--- src/rtl/masked_sbox_sched_if.sv ---
// masked_sbox_sched_if: share bus between the nibble scheduler and one masked S-box stage
interface masked_sbox_sched_if;
    logic [3:0]  sbox_in1, sbox_in2, sbox_in3;
    logic [17:0] sbox_r;
    logic [5:0]  sbox_rs;
    logic [3:0]  sbox_out1, sbox_out2, sbox_out3;
    modport master (output sbox_in1, sbox_in2, sbox_in3, sbox_r, sbox_rs,
                    input  sbox_out1, sbox_out2, sbox_out3);
    modport slave  (input  sbox_in1, sbox_in2, sbox_in3, sbox_r, sbox_rs,
                    output sbox_out1, sbox_out2, sbox_out3);
endinterface

--- src/rtl/masked_sbox_sched.sv ---
// masked_sbox_sched: streams a three-share 64-bit state through one masked S-box, a nibble per feed.
// Define SBOX_PRNG_EN for an internal LFSR randomness source instead of the rnd_in handshake.
module masked_sbox_sched #(
    parameter int NIB      = 16,
    parameter int SBOX_LAT = 1
) (
    input  logic        clk,
    input  logic        rst_n,
    input  logic        start,
    input  logic [63:0] state_in1,
    input  logic [63:0] state_in2,
    input  logic [63:0] state_in3,
    output logic        busy,
    output logic        done,
    output logic [63:0] state_out1,
    output logic [63:0] state_out2,
    output logic [63:0] state_out3,
`ifdef SBOX_PRNG_EN
    input  logic [31:0] seed,
    input  logic        seed_load,
`else
    input  logic [23:0] rnd_in,
    input  logic        rnd_valid,
    output logic        rnd_ready,
`endif
    masked_sbox_sched_if.master sb
);
    typedef enum logic [1:0] {IDLE, FEED, DRAIN} state_t;
    localparam logic [SBOX_LAT-1:0] TOP = SBOX_LAT'(1) << (SBOX_LAT - 1);

    state_t              st;
    logic [63:0]         b1, b2, b3;
    logic [3:0]          k;
    logic [SBOX_LAT-1:0] vld;
    logic [3:0]          idx [SBOX_LAT];
    logic                feed, wb, last;
    logic [23:0]         rnd;

`ifdef SBOX_PRNG_EN
    logic [31:0] lfsr, lfsr_nxt;
    always_comb begin
        lfsr_nxt = lfsr;
        for (int i = 0; i < 24; i++)
            lfsr_nxt = {lfsr_nxt[30:0], lfsr_nxt[31] ^ lfsr_nxt[21] ^ lfsr_nxt[1] ^ lfsr_nxt[0]};
    end
    assign rnd  = lfsr_nxt[23:0];
    assign feed = st == FEED;
    always_ff @(posedge clk or negedge rst_n)
        if (!rst_n) lfsr <= 32'h1;
        else if (seed_load) lfsr <= seed == '0 ? 32'h1 : seed;
        else if (feed) lfsr <= lfsr_nxt;
`else
    assign rnd       = rnd_in;
    assign feed      = st == FEED && rnd_valid;
    assign rnd_ready = feed;
`endif

    // Non-feed cycles present all-zero shares so no stale share reaches the stage
    assign sb.sbox_in1 = feed ? b1[{k, 2'b00} +: 4] : '0;
    assign sb.sbox_in2 = feed ? b2[{k, 2'b00} +: 4] : '0;
    assign sb.sbox_in3 = feed ? b3[{k, 2'b00} +: 4] : '0;
    assign sb.sbox_r   = feed ? rnd[17:0]  : '0;
    assign sb.sbox_rs  = feed ? rnd[23:18] : '0;

    assign wb   = vld[SBOX_LAT-1];
    assign last = vld == TOP;

    always_ff @(posedge clk or negedge rst_n) begin
        if (!rst_n) begin
            st         <= IDLE;
            k          <= '0;
            b1         <= '0;
            b2         <= '0;
            b3         <= '0;
            vld        <= '0;
            busy       <= 1'b0;
            done       <= 1'b0;
            state_out1 <= '0;
            state_out2 <= '0;
            state_out3 <= '0;
            for (int i = 0; i < SBOX_LAT; i++) idx[i] <= '0;
        end else begin
            done   <= 1'b0;
            vld    <= SBOX_LAT'({vld, feed});
            idx[0] <= k;
            for (int i = 1; i < SBOX_LAT; i++) idx[i] <= idx[i-1];
            if (wb) begin
                state_out1[{idx[SBOX_LAT-1], 2'b00} +: 4] <= sb.sbox_out1;
                state_out2[{idx[SBOX_LAT-1], 2'b00} +: 4] <= sb.sbox_out2;
                state_out3[{idx[SBOX_LAT-1], 2'b00} +: 4] <= sb.sbox_out3;
            end
            if (st == IDLE && start) begin
                b1   <= state_in1;
                b2   <= state_in2;
                b3   <= state_in3;
                k    <= '0;
                busy <= 1'b1;
                st   <= FEED;
            end else if (feed) begin
                k  <= k + 4'd1;
                st <= k == 4'(NIB - 1) ? DRAIN : FEED;
            end else if (st == DRAIN && last) begin
                done <= 1'b1;
                busy <= 1'b0;
                st   <= IDLE;
            end
        end
    end
endmodule

--- src/flat_wrapper.sv ---
// flat-port wrapper written by rule: the top's interface ports become plain ports
module masked_sbox_sched_flat 
#(
    parameter int NIB      = 16,
    parameter int SBOX_LAT = 1
)
  (clk, rst_n, start, state_in1, state_in2, state_in3, busy, done, state_out1, state_out2, state_out3, rnd_in, rnd_valid, rnd_ready, sb_sbox_in1, sb_sbox_in2, sb_sbox_in3, sb_sbox_r, sb_sbox_rs, sb_sbox_out1, sb_sbox_out2, sb_sbox_out3);
  masked_sbox_sched_if sb_i ();
  input  logic clk;
  input  logic rst_n;
  input  logic start;
  input  logic [63:0] state_in1;
  input  logic [63:0] state_in2;
  input  logic [63:0] state_in3;
  output logic busy;
  output logic done;
  output logic [63:0] state_out1;
  output logic [63:0] state_out2;
  output logic [63:0] state_out3;
  input  logic [23:0] rnd_in;
  input  logic rnd_valid;
  output logic rnd_ready;
  output wire logic [$bits(sb_i.sbox_in1)-1:0] sb_sbox_in1;
  output wire logic [$bits(sb_i.sbox_in2)-1:0] sb_sbox_in2;
  output wire logic [$bits(sb_i.sbox_in3)-1:0] sb_sbox_in3;
  output wire logic [$bits(sb_i.sbox_r)-1:0] sb_sbox_r;
  output wire logic [$bits(sb_i.sbox_rs)-1:0] sb_sbox_rs;
  input wire logic [$bits(sb_i.sbox_out1)-1:0] sb_sbox_out1;
  input wire logic [$bits(sb_i.sbox_out2)-1:0] sb_sbox_out2;
  input wire logic [$bits(sb_i.sbox_out3)-1:0] sb_sbox_out3;
  assign sb_sbox_in1 = sb_i.sbox_in1;
  assign sb_sbox_in2 = sb_i.sbox_in2;
  assign sb_sbox_in3 = sb_i.sbox_in3;
  assign sb_sbox_r = sb_i.sbox_r;
  assign sb_sbox_rs = sb_i.sbox_rs;
  assign sb_i.sbox_out1 = sb_sbox_out1;
  assign sb_i.sbox_out2 = sb_sbox_out2;
  assign sb_i.sbox_out3 = sb_sbox_out3;
  masked_sbox_sched #(.NIB(NIB), .SBOX_LAT(SBOX_LAT)) u_core (.clk(clk), .rst_n(rst_n), .start(start), .state_in1(state_in1), .state_in2(state_in2), .state_in3(state_in3), .busy(busy), .done(done), .state_out1(state_out1), .state_out2(state_out2), .state_out3(state_out3), .rnd_in(rnd_in), .rnd_valid(rnd_valid), .rnd_ready(rnd_ready), .sb(sb_i));
endmodule
--- config.mk ---
export PLATFORM = sky130hd
export DESIGN_NAME = masked_sbox_sched_flat
export DESIGN_NICKNAME = d
export VERILOG_FILES = /design/src/rtl/masked_sbox_sched_if.sv /design/src/rtl/masked_sbox_sched.sv /design/src/flat_wrapper.sv
export SDC_FILE = /design/constraint.sdc
export NUM_CORES = 1
export LEC_CHECK = 0
export CELL_PAD_IN_SITES_DETAIL_PLACEMENT = 1
export CELL_PAD_IN_SITES_GLOBAL_PLACEMENT = 2
export CORE_MARGIN = 1.5
export CORE_UTILIZATION = 30
export DETAILED_ROUTE_END_ITERATION = 8
export DONT_BUFFER_PORTS = 1
export GPL_TIMING_DRIVEN = 0
export PLACE_DENSITY_LB_ADDON = 0.1
export SLEW_MARGIN = 30
export SYNTH_ARGS = -nofsm -noshare
export SYNTH_HDL_FRONTEND = slang
export SYNTH_SLANG_ARGS = --single-unit
--- constraint.sdc ---
create_clock -name clk -period 3.1 [get_ports clk]
set_input_delay 0.62 -clock clk [delete_from_list [all_inputs] [get_ports clk]]
set_output_delay 0.62 -clock clk [all_outputs]
set_load 0.05 [all_outputs]
==> impl_summary.txt <==
----------------------------------------------------
[Timing]
  Unrepaired setup endpoints after global routing ... yes
  Max Clock Freq ... 0.332 GHz
  Final-report hold violation count ... 10
  Worst Tran Pin Value ... 0.926 ns
  Final critical-path setup slack ... ~0.085 ns
  Worst slack on hold paths ... -0.0232 ns
  Shortest period the worst path allows ... between 3 and 4 ns
  Setup violators final ... 0
  Max Slew Vio Count ... 0
  Part of the cycle the worst path needs ... 97.3%
  Setup Skew ... 0.0128 ns
  Worst max-slew margin expressed relative to the limit ... 38.3%

[Global routing]
  Pin count of the biggest net entering global routing ... 398
  GR Overflow Total ... 0
  Global-route wire length before repair ... between 70,000 and 80,000 µm
  Number of global-route vias before repair ... 11,058
  Total global-route track usage ... 19.1%
  Number of antenna violations at the first check in global routing ... 34

[Floorplanning]
  Number of primary I/O pins ... 463
  # rows ... 87
  Die Ht ... between 200 and 250 µm
  Initial Util ... between 30% and 40%
  Die area ... 58,200 µm²
  Die width ... between 200 and 250 µm
  Core Region ... approximately 56,000 µm²

[Critical path]
  Req. time, crit path ... 2.48 ns
  Max stage delay cell, worst path ... o31ai_4
  Dominant delay contributor by cell family on the critical path ... compound AO/OA/AOI/OAI gates
  Kind of critical path ... flop to output pin
  Critical Path Start Type ... flop
  Crit-path max FO ... 10
  Critical Path Max Stage Delay ... 0.56 ns
  Worst-path cell chain ... nand3b_1 -> inv_2 -> nand2_4 -> clkbuf_16 -> o31ai_4
  Nature of the critical path endpoint ... output pin
  Worst path buffer plus inverter count ... 2
  CP arrival ... 2.40 ns

[Cells and area]
  Fin nets ... 1,513
  Combined area of the multi-input logic cells ... 6850 µm²
  Post-synthesis to final-layout area growth ... 17.7%
  Post-layout utilization of the core ... 35.6%
  Footprint of the flip-flops and latches ... 9940 µm²
  Share of cells above drive strength 1 ... 41.5%
  Non-filler instance count after layout ... 2,073
  Fill count ... 5,851

[Logic synthesis]
  Synthesized area ... 17,000 µm²
  Area fraction of the dominant cell type after synthesis ... 58.4%
  Share of async-settable or async-resettable flops after synthesis ... 100%
  Number of enable-type register cells in the synthesized netlist ... 0
  Area contributors post-synth ... dfrtp_1 (58%), mux2_2 (23%), mux2i_1 (4.1%)
  Cell taking the most area after synthesis ... dfrtp_1
  Count of synthesis-stage warnings from yosys ... 0
  Avg Inst Size Synth ... approximately 14 µm²
  Syn nets ... 1,455
  Synth cell types ... 42
  Number of synthesized register bits ... around 400
  Proportion of synthesized chip area in sequential cells ... 58.4%
  Synthesized netlist cell count ... approximately 1,200
  Commonest register cell after synthesis ... dfrtp_1

[Power and ir drop]
  Total power divided by cell area ... 558 nW/µm²
  IR drop worst, VDD ... 0.426 mV
  Static leakage ... 9.02 nW

[Clock network]
  CTS H-Tree Depth ... 2
  TritonCTS clock tree ... done
  Latest clock arrival within the worst-skew pair ... 0.57 ns
  Buffers from clock root to sink, at most ... 3
  Total CTS buffers ... 47
  Clk Tree Root Cell ... clkbuf_16
  Post-CTS clock slew at the launch and capture registers of the worst setup and hold paths ... 0.06 ns
  Clock tree sinks ... 397

[Place]
  RD Place Congestion ... 0.754
  Pre-CTS WS ... -0.519 ns
  Final HPWL DP ... between 40,000 and 50,000 µm
  Placed Cells ... 1,977
  Number of port buffers ... 0

[Detailed routing]
  Number of design-rule violations left by the first detailed-router iteration ... 378
  Sum of met3 wire segment lengths after detailed routing ... 5450 µm
  Final antenna-violating net count ... 0
  Residual DRC count ... 0
  Met1 routed wirelength after detailed routing ... 20,600 µm
  Total iterations of the first detailed-routing run ... 5
  Detailed-route wire length per cell ... 27.0 µm
  Detail Route met2 WL ... 28,400 µm
  Highest layer used for signal routing ... met5
  Post-DR vias/cell ... 4.91
  Vias ... 10,170
  Total length of routed wires ... roughly 56,000 µm

[Status]
  Failing checks ... hold timing
  Run status ... complete, but fails checks

[Worst hold path]
  Hold WC Path Type ... input port to async pin

[Job]
  Max-Cap Viols ... 0

----------------------------------------------------
## layout make-up
type | instances | share of cell area, %
clock inverter | 9 | 0.487
inverter | 35 | 0.656
buffer | 85 | 2.81
multi-input combinational | 704 | 34.2
clock buffer | 67 | 6.76
tap | 756 | 4.72
timing repair buffer | 9 | 0.650
antenna | 11 | 0.137
sequential | 397 | 49.6
## layer usage
metal | vias to the layer above | GRT usage (%)
met5 | - | 0
met4 | 42 | 5.23
met3 | 110 | 8.46
met2 | 341 | 33.3
met1 | 5256 | 20.9
li1 | 4421 | -
## cell usage in the layout, fill, tap and decap left out, types with 12 or more instances in the layout
cell / Yosys / routed
o21ai_0: 35 / 34
buf_2: 27 / 19
a22o_1: 12 / 12
inv_1: 34 / 33
clkbuf_16: 0 / 51
mux2i_1: 69 / 68
mux2_2: 343 / 343
nand2b_1: 15 / 15
clkbuf_1: 49 / 50
and2_2: 0 / 19
dfrtp_1: 397 / 394
mux4_2: 15 / 15
nand2_1: 57 / 56
and2_1: 45 / 26
## cell families (layout without fill, tap and decap cells)
logic type	count (synthesis)	in the layout	synth area share [%]
XOR/XNOR	3	3	0.154
adder cells (fa/ha/maj)	2	2	0.147
buffers and inverters	120	205	2.98
other	0	11	0
multiplexers	437	437	29.6
flip-flops	397	397	58.4
AO/OA/AOI/OAI	89	89	3.42
AND/OR/NAND/NOR	173	173	5.30
## state kept, by name, summed over array words and instances (netlist names)
name,count
u_core.idx,4
u_core.st,2
u_core.busy,1
u_core.done,1
u_core.k,4
u_core.last,1
u_core.state_out1,64
u_core.b3,64
u_core.b1,64
u_core.state_out3,64
u_core.b2,64
u_core.state_out2,64
## cells in the mapped netlist, types with 2 or more instances
| cell type | n |
|---|---|
| nor3b_1 | 3 |
| o2111ai_1 | 2 |
| or2_2 | 2 |
| nand2b_1 | 15 |
| buf_1 | 5 |
| inv_1 | 34 |
| o22ai_1 | 11 |
| and2_1 | 45 |
| buf_6 | 3 |
| a21oi_1 | 2 |
| and3_1 | 5 |
| nor2b_1 | 5 |
| nor2_1 | 11 |
| xor2_1 | 2 |
| a22o_1 | 12 |
| mux2_4 | 10 |
| nand2_1 | 57 |
| a22oi_1 | 11 |
| o31ai_1 | 11 |
| mux4_2 | 15 |
| ha_1 | 2 |
| mux2i_1 | 69 |
| nand3_1 | 19 |
| nand4_1 | 2 |
| o21ai_0 | 35 |
| nor3_1 | 4 |
| clkbuf_1 | 49 |
| o21bai_1 | 2 |
| buf_2 | 27 |
| mux2_2 | 343 |
| dfrtp_1 | 397 |
## repair_timing
action	CTS	global route
gates resized for setup	79	27
setup endpoints to repair	59	50
pin swaps	12	3
endpoints found under the hold margin	397	6
buffers inserted	3	2
## power by group
group / total (mW) / internal (mW) / switching, mW
Sequential: 5.47 / 5.33 / 0.139
Combinational: 0.378 / 0.171 / 0.208
Clock: 5.33 / 3.16 / 2.17
Total: 11.2 / 8.66 / 2.52
## per-stage QoR
| step | instance area [µm²] | setup TNS, ns | total power, mW |
|---|---|---|---|
| 3_5_place_dp | 18100 | -4.43 | 5.83 |
| 5_1_grt | 20000 | -0.103 | 11.6 |
| 3_3_place_gp | 18000 | -9.54 | 5.81 |
| 6_report | 20000 | 0 | 11.2 |
| 4_1_cts | 19800 | -0.00917 | 11.3 |
| 2_1_floorplan | 17000 | 0 | 5.73 |
## worst paths after layout
kind | start | to | slack (ns) | cells after the start
min in group clk | state_in2[10] | u_core.b2[10] | 0.19 | 1
max in group asynchronous | rst_n | u_core.state_out3[28] | 1.24 | 3
max reg2reg | u_core.idx[0] | u_core.state_out2[17] | 0.17 | 8
min | rst_n | u_core.state_out2[46] | -0.02 | 1
min reg2reg | u_core.b3[63] | u_core.b3[63] | 0.50 | 1
max | u_core.st[1] | sb_sbox_in1[0] | 0.08 | 5
Power figures use the tool's default switching activity.
